### config.mk
export PLATFORM = sky130hd
export DESIGN_NAME = addsub_seq_16_flat
export DESIGN_NICKNAME = d
export VERILOG_FILES = /design/src/rtl/addsub_seq_pkg.sv /design/src/rtl/addsub_seq_16_if.sv /design/src/rtl/adder.sv /design/src/rtl/addsub_seq_16.sv /design/src/flat_wrapper.sv
export SDC_FILE = /design/constraint.sdc
export NUM_CORES = 1
export LEC_CHECK = 0
export BUFFER_PORTS_ARGS = -buffer_cell sky130_fd_sc_hd__buf_4
export CORE_ASPECT_RATIO = 1.75
export CORE_MARGIN = 4
export CORE_UTILIZATION = 51
export DETAILED_ROUTE_END_ITERATION = 16
export PLACE_DENSITY = 0.76
export SYNTH_ARGS = -nofsm -noshare
export SYNTH_HDL_FRONTEND = slang
export SYNTH_HIERARCHICAL = 1
export SYNTH_SLANG_ARGS = --single-unit
### constraint.sdc
create_clock -name clk -period 3.5 [get_ports clk]
set_input_delay 0.7 -clock clk [delete_from_list [all_inputs] [get_ports clk]]
set_output_delay 0.7 -clock clk [all_outputs]
set_load 0.02 [all_outputs]
### src/rtl/addsub_seq_pkg.sv
// Purpose: shared constants and state type for the nibble-serial add/subtract sequencer.
// Latency: n/a (declarations only).
// Backpressure: n/a.
package addsub_seq_pkg;

   localparam int NIBBLE_W = 4;

   localparam logic [1:0] S_IDLE = 2'd0;
   localparam logic [1:0] S_RUN  = 2'd1;
   localparam logic [1:0] S_DONE = 2'd2;

   typedef enum logic [1:0] {
      ST_IDLE = S_IDLE,
      ST_RUN  = S_RUN,
      ST_DONE = S_DONE
   } state_t;

endpackage

### src/rtl/addsub_seq_16_if.sv
// Purpose: request/response bundle between a requesting datapath and addsub_seq_16.
// Latency: n/a (wires only). Ports: start/sub/a/b requester->sequencer; busy/done/result/cout/ovf back.
// Backpressure: none; requester must wait for busy=0 before a start is honoured.
interface addsub_seq_16_if
   import addsub_seq_pkg::*;
#(
   parameter int NIBBLES = 4
);
   localparam int W = NIBBLE_W * NIBBLES;

   logic         start;
   logic         sub;
   logic [W-1:0] a;
   logic [W-1:0] b;
   logic         busy;
   logic         done;
   logic [W-1:0] result;
   logic         cout;
   logic         ovf;

   modport master (
      output start, sub, a, b,
      input  busy, done, result, cout, ovf
   );

   modport slave (
      input  start, sub, a, b,
      output busy, done, result, cout, ovf
   );

endinterface

### src/rtl/adder.sv
// Purpose: the existing 4-bit adder. Ports: A, B nibbles, C0 carry in; O sum, C1 carry out.
// Latency: combinational.
// Backpressure: n/a.
module adder (
   input  logic [3:0] A,
   input  logic [3:0] B,
   input  logic       C0,
   output logic [3:0] O,
   output logic       C1
);

   assign {C1, O} = {1'b0, A} + {1'b0, B} + {4'b0000, C0};

endmodule

### src/rtl/addsub_seq_16.sv
// Purpose: W-bit add/subtract done one nibble per clock through a single shared 4-bit adder.
// Latency: NIBBLES+1 cycles start-edge to done; one op per NIBBLES+2 cycles. Ports: clk, rst, bus (slave).
// Backpressure: start is only honoured in IDLE; starts while busy are dropped, not queued.
module addsub_seq_16
   import addsub_seq_pkg::*;
#(
   parameter int NIBBLES = 4
) (
   input logic            clk,
   input logic            rst,
   addsub_seq_16_if.slave bus
);

   localparam int W     = NIBBLE_W * NIBBLES;
   localparam int IDX_W = (NIBBLES > 1) ? $clog2(NIBBLES) : 1;
   localparam logic [IDX_W-1:0] LAST_IDX = IDX_W'(NIBBLES - 1);

   state_t               r_state;
   logic [W-1:0]         r_a;
   logic [W-1:0]         r_b_eff;
   logic [W-1:0]         r_result;
   logic [IDX_W-1:0]     r_idx;
   logic                 r_carry;
   logic                 r_busy;
   logic                 r_done;
   logic                 r_cout;
   logic                 r_ovf;

   logic [NIBBLE_W-1:0]  w_a_nib;
   logic [NIBBLE_W-1:0]  w_b_nib;
   logic [NIBBLE_W-1:0]  w_sum;
   logic                 w_c1;
   logic                 w_last;
   logic                 w_ovf;

   // Current digit of each operand, selected by the nibble index.
   assign w_a_nib = r_a[int'(r_idx) * NIBBLE_W +: NIBBLE_W];
   assign w_b_nib = r_b_eff[int'(r_idx) * NIBBLE_W +: NIBBLE_W];
   assign w_last  = (r_idx == LAST_IDX);

   // Signed overflow: operands agree in sign but the final MSB nibble's top bit disagrees.
   assign w_ovf = (r_a[W-1] == r_b_eff[W-1]) && (w_sum[NIBBLE_W-1] != r_a[W-1]);

   adder u_adder (
      .A  (w_a_nib),
      .B  (w_b_nib),
      .C0 (r_carry),
      .O  (w_sum),
      .C1 (w_c1)
   );

   always_ff @(posedge clk) begin
      if (rst) begin
         r_state  <= ST_IDLE;
         r_a      <= '0;
         r_b_eff  <= '0;
         r_result <= '0;
         r_idx    <= '0;
         r_carry  <= 1'b0;
         r_busy   <= 1'b0;
         r_done   <= 1'b0;
         r_cout   <= 1'b0;
         r_ovf    <= 1'b0;
      end else begin
         case (r_state)
            ST_IDLE: begin
               r_done <= 1'b0;
               if (bus.start) begin
                  // Subtraction as A + ~B + 1: invert B and seed the carry.
                  r_a      <= bus.a;
                  r_b_eff  <= bus.sub ? ~bus.b : bus.b;
                  r_carry  <= bus.sub;
                  r_idx    <= '0;
                  r_result <= '0;
                  r_cout   <= 1'b0;
                  r_ovf    <= 1'b0;
                  r_busy   <= 1'b1;
                  r_state  <= ST_RUN;
               end
            end
            ST_RUN: begin
               r_result[int'(r_idx) * NIBBLE_W +: NIBBLE_W] <= w_sum;
               r_carry <= w_c1;
               if (w_last) begin
                  // Index is left at the last digit so it never wraps.
                  r_cout  <= w_c1;
                  r_ovf   <= w_ovf;
                  r_done  <= 1'b1;
                  r_state <= ST_DONE;
               end else begin
                  r_idx <= r_idx + IDX_W'(1);
               end
            end
            ST_DONE: begin
               r_done  <= 1'b0;
               r_busy  <= 1'b0;
               r_state <= ST_IDLE;
            end
            default: begin
               r_done  <= 1'b0;
               r_busy  <= 1'b0;
               r_state <= ST_IDLE;
            end
         endcase
      end
   end

   assign bus.busy   = r_busy;
   assign bus.done   = r_done;
   assign bus.result = r_result;
   assign bus.cout   = r_cout;
   assign bus.ovf    = r_ovf;

endmodule

### src/flat_wrapper.sv
// flat-port wrapper written by rule: the top's interface ports become plain ports
module addsub_seq_16_flat import addsub_seq_pkg::*;
#(
   parameter int NIBBLES = 4
)
  (clk, rst, bus_start, bus_sub, bus_a, bus_b, bus_busy, bus_done, bus_result, bus_cout, bus_ovf);
  addsub_seq_16_if #(.NIBBLES(NIBBLES)) bus_i ();
  input logic clk;
  input logic rst;
  input wire logic [$bits(bus_i.start)-1:0] bus_start;
  input wire logic [$bits(bus_i.sub)-1:0] bus_sub;
  input wire logic [$bits(bus_i.a)-1:0] bus_a;
  input wire logic [$bits(bus_i.b)-1:0] bus_b;
  output wire logic [$bits(bus_i.busy)-1:0] bus_busy;
  output wire logic [$bits(bus_i.done)-1:0] bus_done;
  output wire logic [$bits(bus_i.result)-1:0] bus_result;
  output wire logic [$bits(bus_i.cout)-1:0] bus_cout;
  output wire logic [$bits(bus_i.ovf)-1:0] bus_ovf;
  assign bus_i.start = bus_start;
  assign bus_i.sub = bus_sub;
  assign bus_i.a = bus_a;
  assign bus_i.b = bus_b;
  assign bus_busy = bus_i.busy;
  assign bus_done = bus_i.done;
  assign bus_result = bus_i.result;
  assign bus_cout = bus_i.cout;
  assign bus_ovf = bus_i.ovf;
  addsub_seq_16 #(.NIBBLES(NIBBLES)) u_core (.clk(clk), .rst(rst), .bus(bus_i));
endmodule
# Word level (Yosys, flattened, before mapping)
# Cells that the tools add are included.
totals:
  ff_bits: 57
  input_bits: 36
classes:
  n_addsub: 4
  n_eq_ne: 7
  shifts: 4
  n_mux: 19
  n_bitwise: 2
  n_reduce_logical: 10
ops:
  columns: ["cell", "count"]
  rows:
  - ["4-bit negation with 33-bit output", 1]
  - ["4-bit by 33-bit variable shift with 16-bit output, first input constant", 1]
  - ["4-bit by 33-bit variable part select with 16-bit output", 1]
  - ["16-bit 2-to-1 mux", 2]
  - ["16-bit case mux with 2 select lines", 1]
  - ["16-bit by 5-bit variable part select with 4-bit output", 2]
  - ["16-bit bitwise mux", 1]
  - ["16-bit inverter", 1]
  - ["2-bit 2-to-1 mux", 4]
  - ["1-bit case mux with 2 select lines", 4]
  - ["2-bit case mux with 2 select lines", 2]
  - ["2-bit AND reduction", 4]
  - ["3-bit AND reduction", 2]
  - ["4-bit by 4-bit adder with 5-bit output", 1]
  - ["5-bit by 1-bit adder with 5-bit output", 1]
  - ["1-bit 2-to-1 mux", 5]
  - ["2-bit != test, second input constant", 2]
  - ["2-bit by 1-bit adder with 2-bit output, second input constant", 1]
  - ["2-bit by 1-bit == test with 1-bit output, second input constant", 1]
  - ["2-bit == test, second input constant", 1]
  - ["2-bit zero test", 1]
  - ["2-bit by 1-bit != test with 1-bit output, second input constant", 1]
  - ["2-bit nonzero test", 1]
  - ["2-bit OR reduction", 1]
  - ["4 further kinds", 4]

# Depth between registers and ports, before layout
depth:
  ltp_word: 7
  depth_mapped: 11
  depth_no_buf: 9

# By module
# Netlist, hierarchy kept.
by_module_without_submodules:
  columns: ["mod", "n_inst", "cells_per_inst", "area_each_um2", "seq_area_each_um2"]
  rows:
  - ["addsub_seq_16", 1, 261, 2657.5, 1141.1]
  - ["adder", 1, 16, 143.9, 0.0]

# Worst setup path before layout
# OpenSTA, ideal clock, no wires.
synth_path:
  kind: "flip-flop to flip-flop"
  start: "register u_core.r_idx[0]"
  end: "register u_core.r_ovf, in the netlist u_core/bus.ovf"
  arrival_time_ns: 2.762
  setup_slack_ns: 0.677
  stages_incl_launch_ff: 11
  period_less_slack_ns: 2.823
  path_cell_list: "dfxtp_1 > buf_4 > buf_6 > mux4_2 > fa_1 > a21o_1 > a21oi_2 > xnor2_1 > or3b_2 > o21ai_0 > a32o_1"
synth_via:
  elab_chain_cells: 7
synth_lines:
  columns: ["item", "line", "source"]
  rows:
  - ["from (decl)", "addsub_seq_16.sv:22", "logic [IDX_W-1:0] r_idx;"]
  - ["from (signal assigned)", "addsub_seq_16.sv:91", "r_idx <= r_idx + IDX_W'(1);"]
  - ["16-bit by 5-bit variable part select with 4-bit output", "addsub_seq_16.sv:38", "assign w_b_nib = r_b_eff[int'(r_idx) * NIBBLE_W +: NIBBLE_W];"]
  - ["via u_core.w_b_nib[0]", "addsub_seq_16.sv:30", "logic [NIBBLE_W-1:0] w_b_nib;"]
  - ["4-bit by 4-bit adder with 5-bit output", "adder.sv:12", "assign {C1, O} = {1'b0, A} + {1'b0, B} + {4'b0000, C0};"]
  - ["5-bit by 1-bit adder with 5-bit output", "adder.sv:12", null]
  - ["via u_core.w_sum[3]", "addsub_seq_16.sv:31", "logic [NIBBLE_W-1:0] w_sum;"]
  - ["1-bit != test", "addsub_seq_16.sv:42", "assign w_ovf = (r_a[W-1] == r_b_eff[W-1]) && (w_sum[NIBBLE_W-1] != r_a[W-1]);"]
  - ["1-bit logical AND", "addsub_seq_16.sv:42", null]
  - ["1-bit 2-to-1 mux", "addsub_seq_16.sv:84", "if (w_last) begin"]
  - ["1-bit case mux with 2 select lines", "addsub_seq_16.sv:65", "case (r_state)"]
  - ["to (signal assigned)", "addsub_seq_16.sv:87", "r_ovf <= w_ovf;"]
  - ["to (decl)", "addsub_seq_16.sv:27", "logic r_ovf;"]
# The timed path passes the listed nets, and every way through them passes these cells. The select of a mux whose other input is x is not followed.
# A chain may end at the register's enable or synchronous reset.

# Worst setup path in the final report
layout_path:
  start: "register u_core.r_idx[0]"
  end: "register u_core.r_ovf, in the netlist u_core/bus.ovf"
layout_via:
  elab_chain_cells: 7
layout_lines:
  columns: ["item", "line", "source"]
  rows:
  - ["16-bit by 5-bit variable part select with 4-bit output", "addsub_seq_16.sv:37", "assign w_a_nib = r_a[int'(r_idx) * NIBBLE_W +: NIBBLE_W];"]
  - ["via u_core.w_a_nib[0]", "addsub_seq_16.sv:29", "logic [NIBBLE_W-1:0] w_a_nib;"]
  - ["4-bit by 4-bit adder with 5-bit output", "adder.sv:12", null]
  - ["5-bit by 1-bit adder with 5-bit output", "adder.sv:12", null]
  - ["via u_core.w_sum[3]", "addsub_seq_16.sv:31", null]
  - ["1-bit != test", "addsub_seq_16.sv:42", null]
  - ["1-bit logical AND", "addsub_seq_16.sv:42", null]
  - ["1-bit 2-to-1 mux", "addsub_seq_16.sv:84", null]
  - ["1-bit case mux with 2 select lines", "addsub_seq_16.sv:65", null]
# The timed path passes the listed nets, and every way through them passes these cells. The select of a mux whose other input is x is not followed.

==> impl_results.md <==
- Clock Latency Late Sink: 0.32 ns
- Total gr overflow: 0
- Most common cell in the netlist: dfxtp_1
- Clock skew: 0.00708 ns
- DPL Wire Length: 4.34 mm
- Syn_nets: 324
- Root Buffer: clkbuf_8
- DRT antenna net count: 0
- Htree depth: 3
- Fill cells: 445
- Clock buffer depth: 2
- Crit path capture type: flip-flop
- CP arrival: 3.33 ns
- Ys Warns: 6
- Largest net degree at the start of global routing: 52
- Syn Area/Cell: 10.1 µm²
- Uppermost layer routed: met4
- IO buf count: 55
- Vias: 2143
- Clk slew on worst S/H paths: 0.06 ns
- Initial antenna violation count: 0
- Hold crit path type: flip-flop to flip-flop
- Vias in the first global route: 2162
- Status: finished clean
- Synth top cells by count: dfxtp_1 (57), nand2_1 (41), a21oi_1 (24)
- Synth area leaders: dfxtp_1 (41%), a211oi_2 (7.1%), mux4_2 (6.4%)
- Pre-CTS WS: 0.432 ns
- Max cap viols: 0
- # rows: 35
- Total leakage power: 0.00130 µW
- Std-Cell Core Area: 5300 µm²
- Slew Viols, Final: 0
- Slew margin rel.: 57.9%
- # IOs: 56
- EDFF count, synth: 0
- Wire length of the first global-routing pass: 10.1 mm
- Max Freq: 327 MHz
- Worst setup margin: 0.445 ns
- Drt drc: 0
- Register area share after synthesis: 40.7%
- Worst EP required: 3.77 ns
- GR Util All Layers: 18.9%
- Clock Sinks: 57
- Synth cell types: 40
- Drt via density: 5.33
- Worst Path Class, Setup: flip-flop to flip-flop
- Die Ht: 106 µm
- Post-CTS Resized: 0
- Die Wd: 64.0 µm
- Metal-1 WL: 2.23 mm
- Share of synthesized registers carrying an async set or reset: 0%
- Drt pass-1 iters: 4
- Post-Layout Cell Count: 402
- Initial Util: 52.9%
- CTS tree: built
- Post-layout minimum cycle time: 3.06 ns
- Leading area contributor after synthesis: dfxtp_1
- Period utilisation layout: 87.3%
- WL met3: 259 µm
- Worst-path fanout max: 9
- Total CTS buffers: 9
- Routability cong.: 0.819
- Tightest Pin Transition: 0.631 ns
- Power per Cell Area: 447 nW/µm²
- Main synth FF type: dfxtp_1
- Final setup viols: 0
- Final Hold Fails: 0
- Final net count: 373
- Post-Place Cells: 389
- Yosys reg bits: 57
- CP Launch Type: flip-flop
- Postcts setup bufs: 0
- Met2 wire len: 3.13 mm
- Yosys top cell area share: 40.7%
- 1st-iter DRT viols: 78
- RSZ-0062 raised after global routing: false
- Post-Route WL: 5.85 mm
- TNS Setup: 0 ns
- Full die area: 6790 µm²
- Layout cells sized above 1: 31.7%
- Wirelength per Cell: 14.6 µm
- Area Growth Syn to Fin: 19.6%
- Mapped Area: 2800 µm²
- Max VDD drop: 0.308 mV
- CTS hold repair buffers: 0
- Ant diodes: 0
- Gate Count Post-Synth: 277
-- sequential cells by signal, summed over array words and instances (netlist names) --
signal,flops
u_core/bus.ovf,1
u_core/r_a,16
u_core/bus.cout,1
u_core/r_state,2
u_core/r_carry,1
u_core/bus.done,1
u_core/bus.busy,1
u_core/r_b_eff,16
u_core/bus.result,16
u_core/r_idx,2
-- routing by layer --
layer | track usage, % | vias to the layer above
li1 | - | 1075
met1 | 20.8 | 986
met2 | 32.5 | 65
met3 | 4.86 | 17
met4 | 10.2 | 0
met5 | 0 | -
-- through the flow --
| stage | utilization [%] | hold slack (ns) | total power (µW) | area, µm² |
|---|---|---|---|---|
| after global placement | 60.0 | 0.445 | 976 | 3180 |
| after floorplan | - | 0.433 | 915 | 2800 |
| after global routing | 63.2 | 0.474 | 1580 | 3350 |
| after CTS | 63.2 | 0.454 | 1510 | 3350 |
| final | 63.2 | 0.454 | 1500 | 3350 |
| after detailed placement | 60.0 | 0.447 | 982 | 3180 |
-- where the power goes --
group	leakage, µW	internal (µW)	switching (µW)
combinational	0.000751	120	134
clock	0.0000875	303	227
sequential	0.000467	684	28.5
-- cell type report --
cell class	instances	area [µm²]	area share (%)
inverters	10	37.5	1.12
clock buffers	13	169	5.04
well taps	74	92.6	2.76
flip-flops and latches	57	1140	34.1
multi-input cells	191	1480	44.2
repair buffers	57	428	12.8
-- worst max-delay path, stage by stage (launching register included) --
cell and delay (ns):
dfxtp_1 0.66, mux4_2 0.60, fa_1 0.47, a21o_1 0.20, a21oi_2 0.14, xnor2_1 0.23, or3b_2 0.47, o21ai_0 0.09
a32o_1 0.13
-- logic make-up (layout without fill, tap and decap cells) --
| group | count (synthesis) | count (layout) | share of synthesized area (%) |
|---|---|---|---|
| simple gates | 82 | 82 | 13.8 |
| compound gates | 67 | 67 | 19.5 |
| flops | 57 | 57 | 40.7 |
| buf+inv | 29 | 80 | 6.34 |
| xor+xnor | 18 | 18 | 5.63 |
| mux | 13 | 13 | 8.57 |
| fa+ha+maj | 11 | 11 | 5.45 |
-- worst paths after layout --
kind	from	to	slack [ns]	depth (start not counted)
min reg2reg	u_core/r_a[9]$_SDFFE_PP0P_	u_core/r_a[9]$_SDFFE_PP0P_	0.45	2
min	u_core/r_a[9]$_SDFFE_PP0P_	u_core/r_a[9]$_SDFFE_PP0P_	0.45	2
max reg2reg	u_core/r_idx[0]$_SDFFE_PP0P_	u_core/bus.ovf$_SDFFE_PP0P_	0.44	8
max	u_core/r_idx[0]$_SDFFE_PP0P_	u_core/bus.ovf$_SDFFE_PP0P_	0.44	8
-- layout by cell type, fill, tap and decap left out, types with 2 or more instances in the layout --
master | Yosys | layout
clkbuf_8 | 0 | 12
fa_1 | 2 | 2
nor3_1 | 3 | 3
nor2_1 | 19 | 19
mux4_2 | 8 | 8
buf_4 | 5 | 57
o21ai_0 | 2 | 2
a211oi_2 | 16 | 16
inv_1 | 10 | 10
a31oi_1 | 2 | 2
a21oi_1 | 24 | 24
mux2_2 | 4 | 4
nand3_1 | 2 | 2
nor2b_1 | 3 | 3
a21oi_2 | 2 | 2
xnor2_1 | 18 | 18
nand2b_1 | 3 | 3
dfxtp_1 | 57 | 57
nand4_1 | 3 | 3
o2bb2ai_1 | 8 | 8
nand2_1 | 41 | 41
a32o_1 | 5 | 5
a22o_1 | 4 | 4
ha_1 | 9 | 9
(Power assumes the default switching activity.)
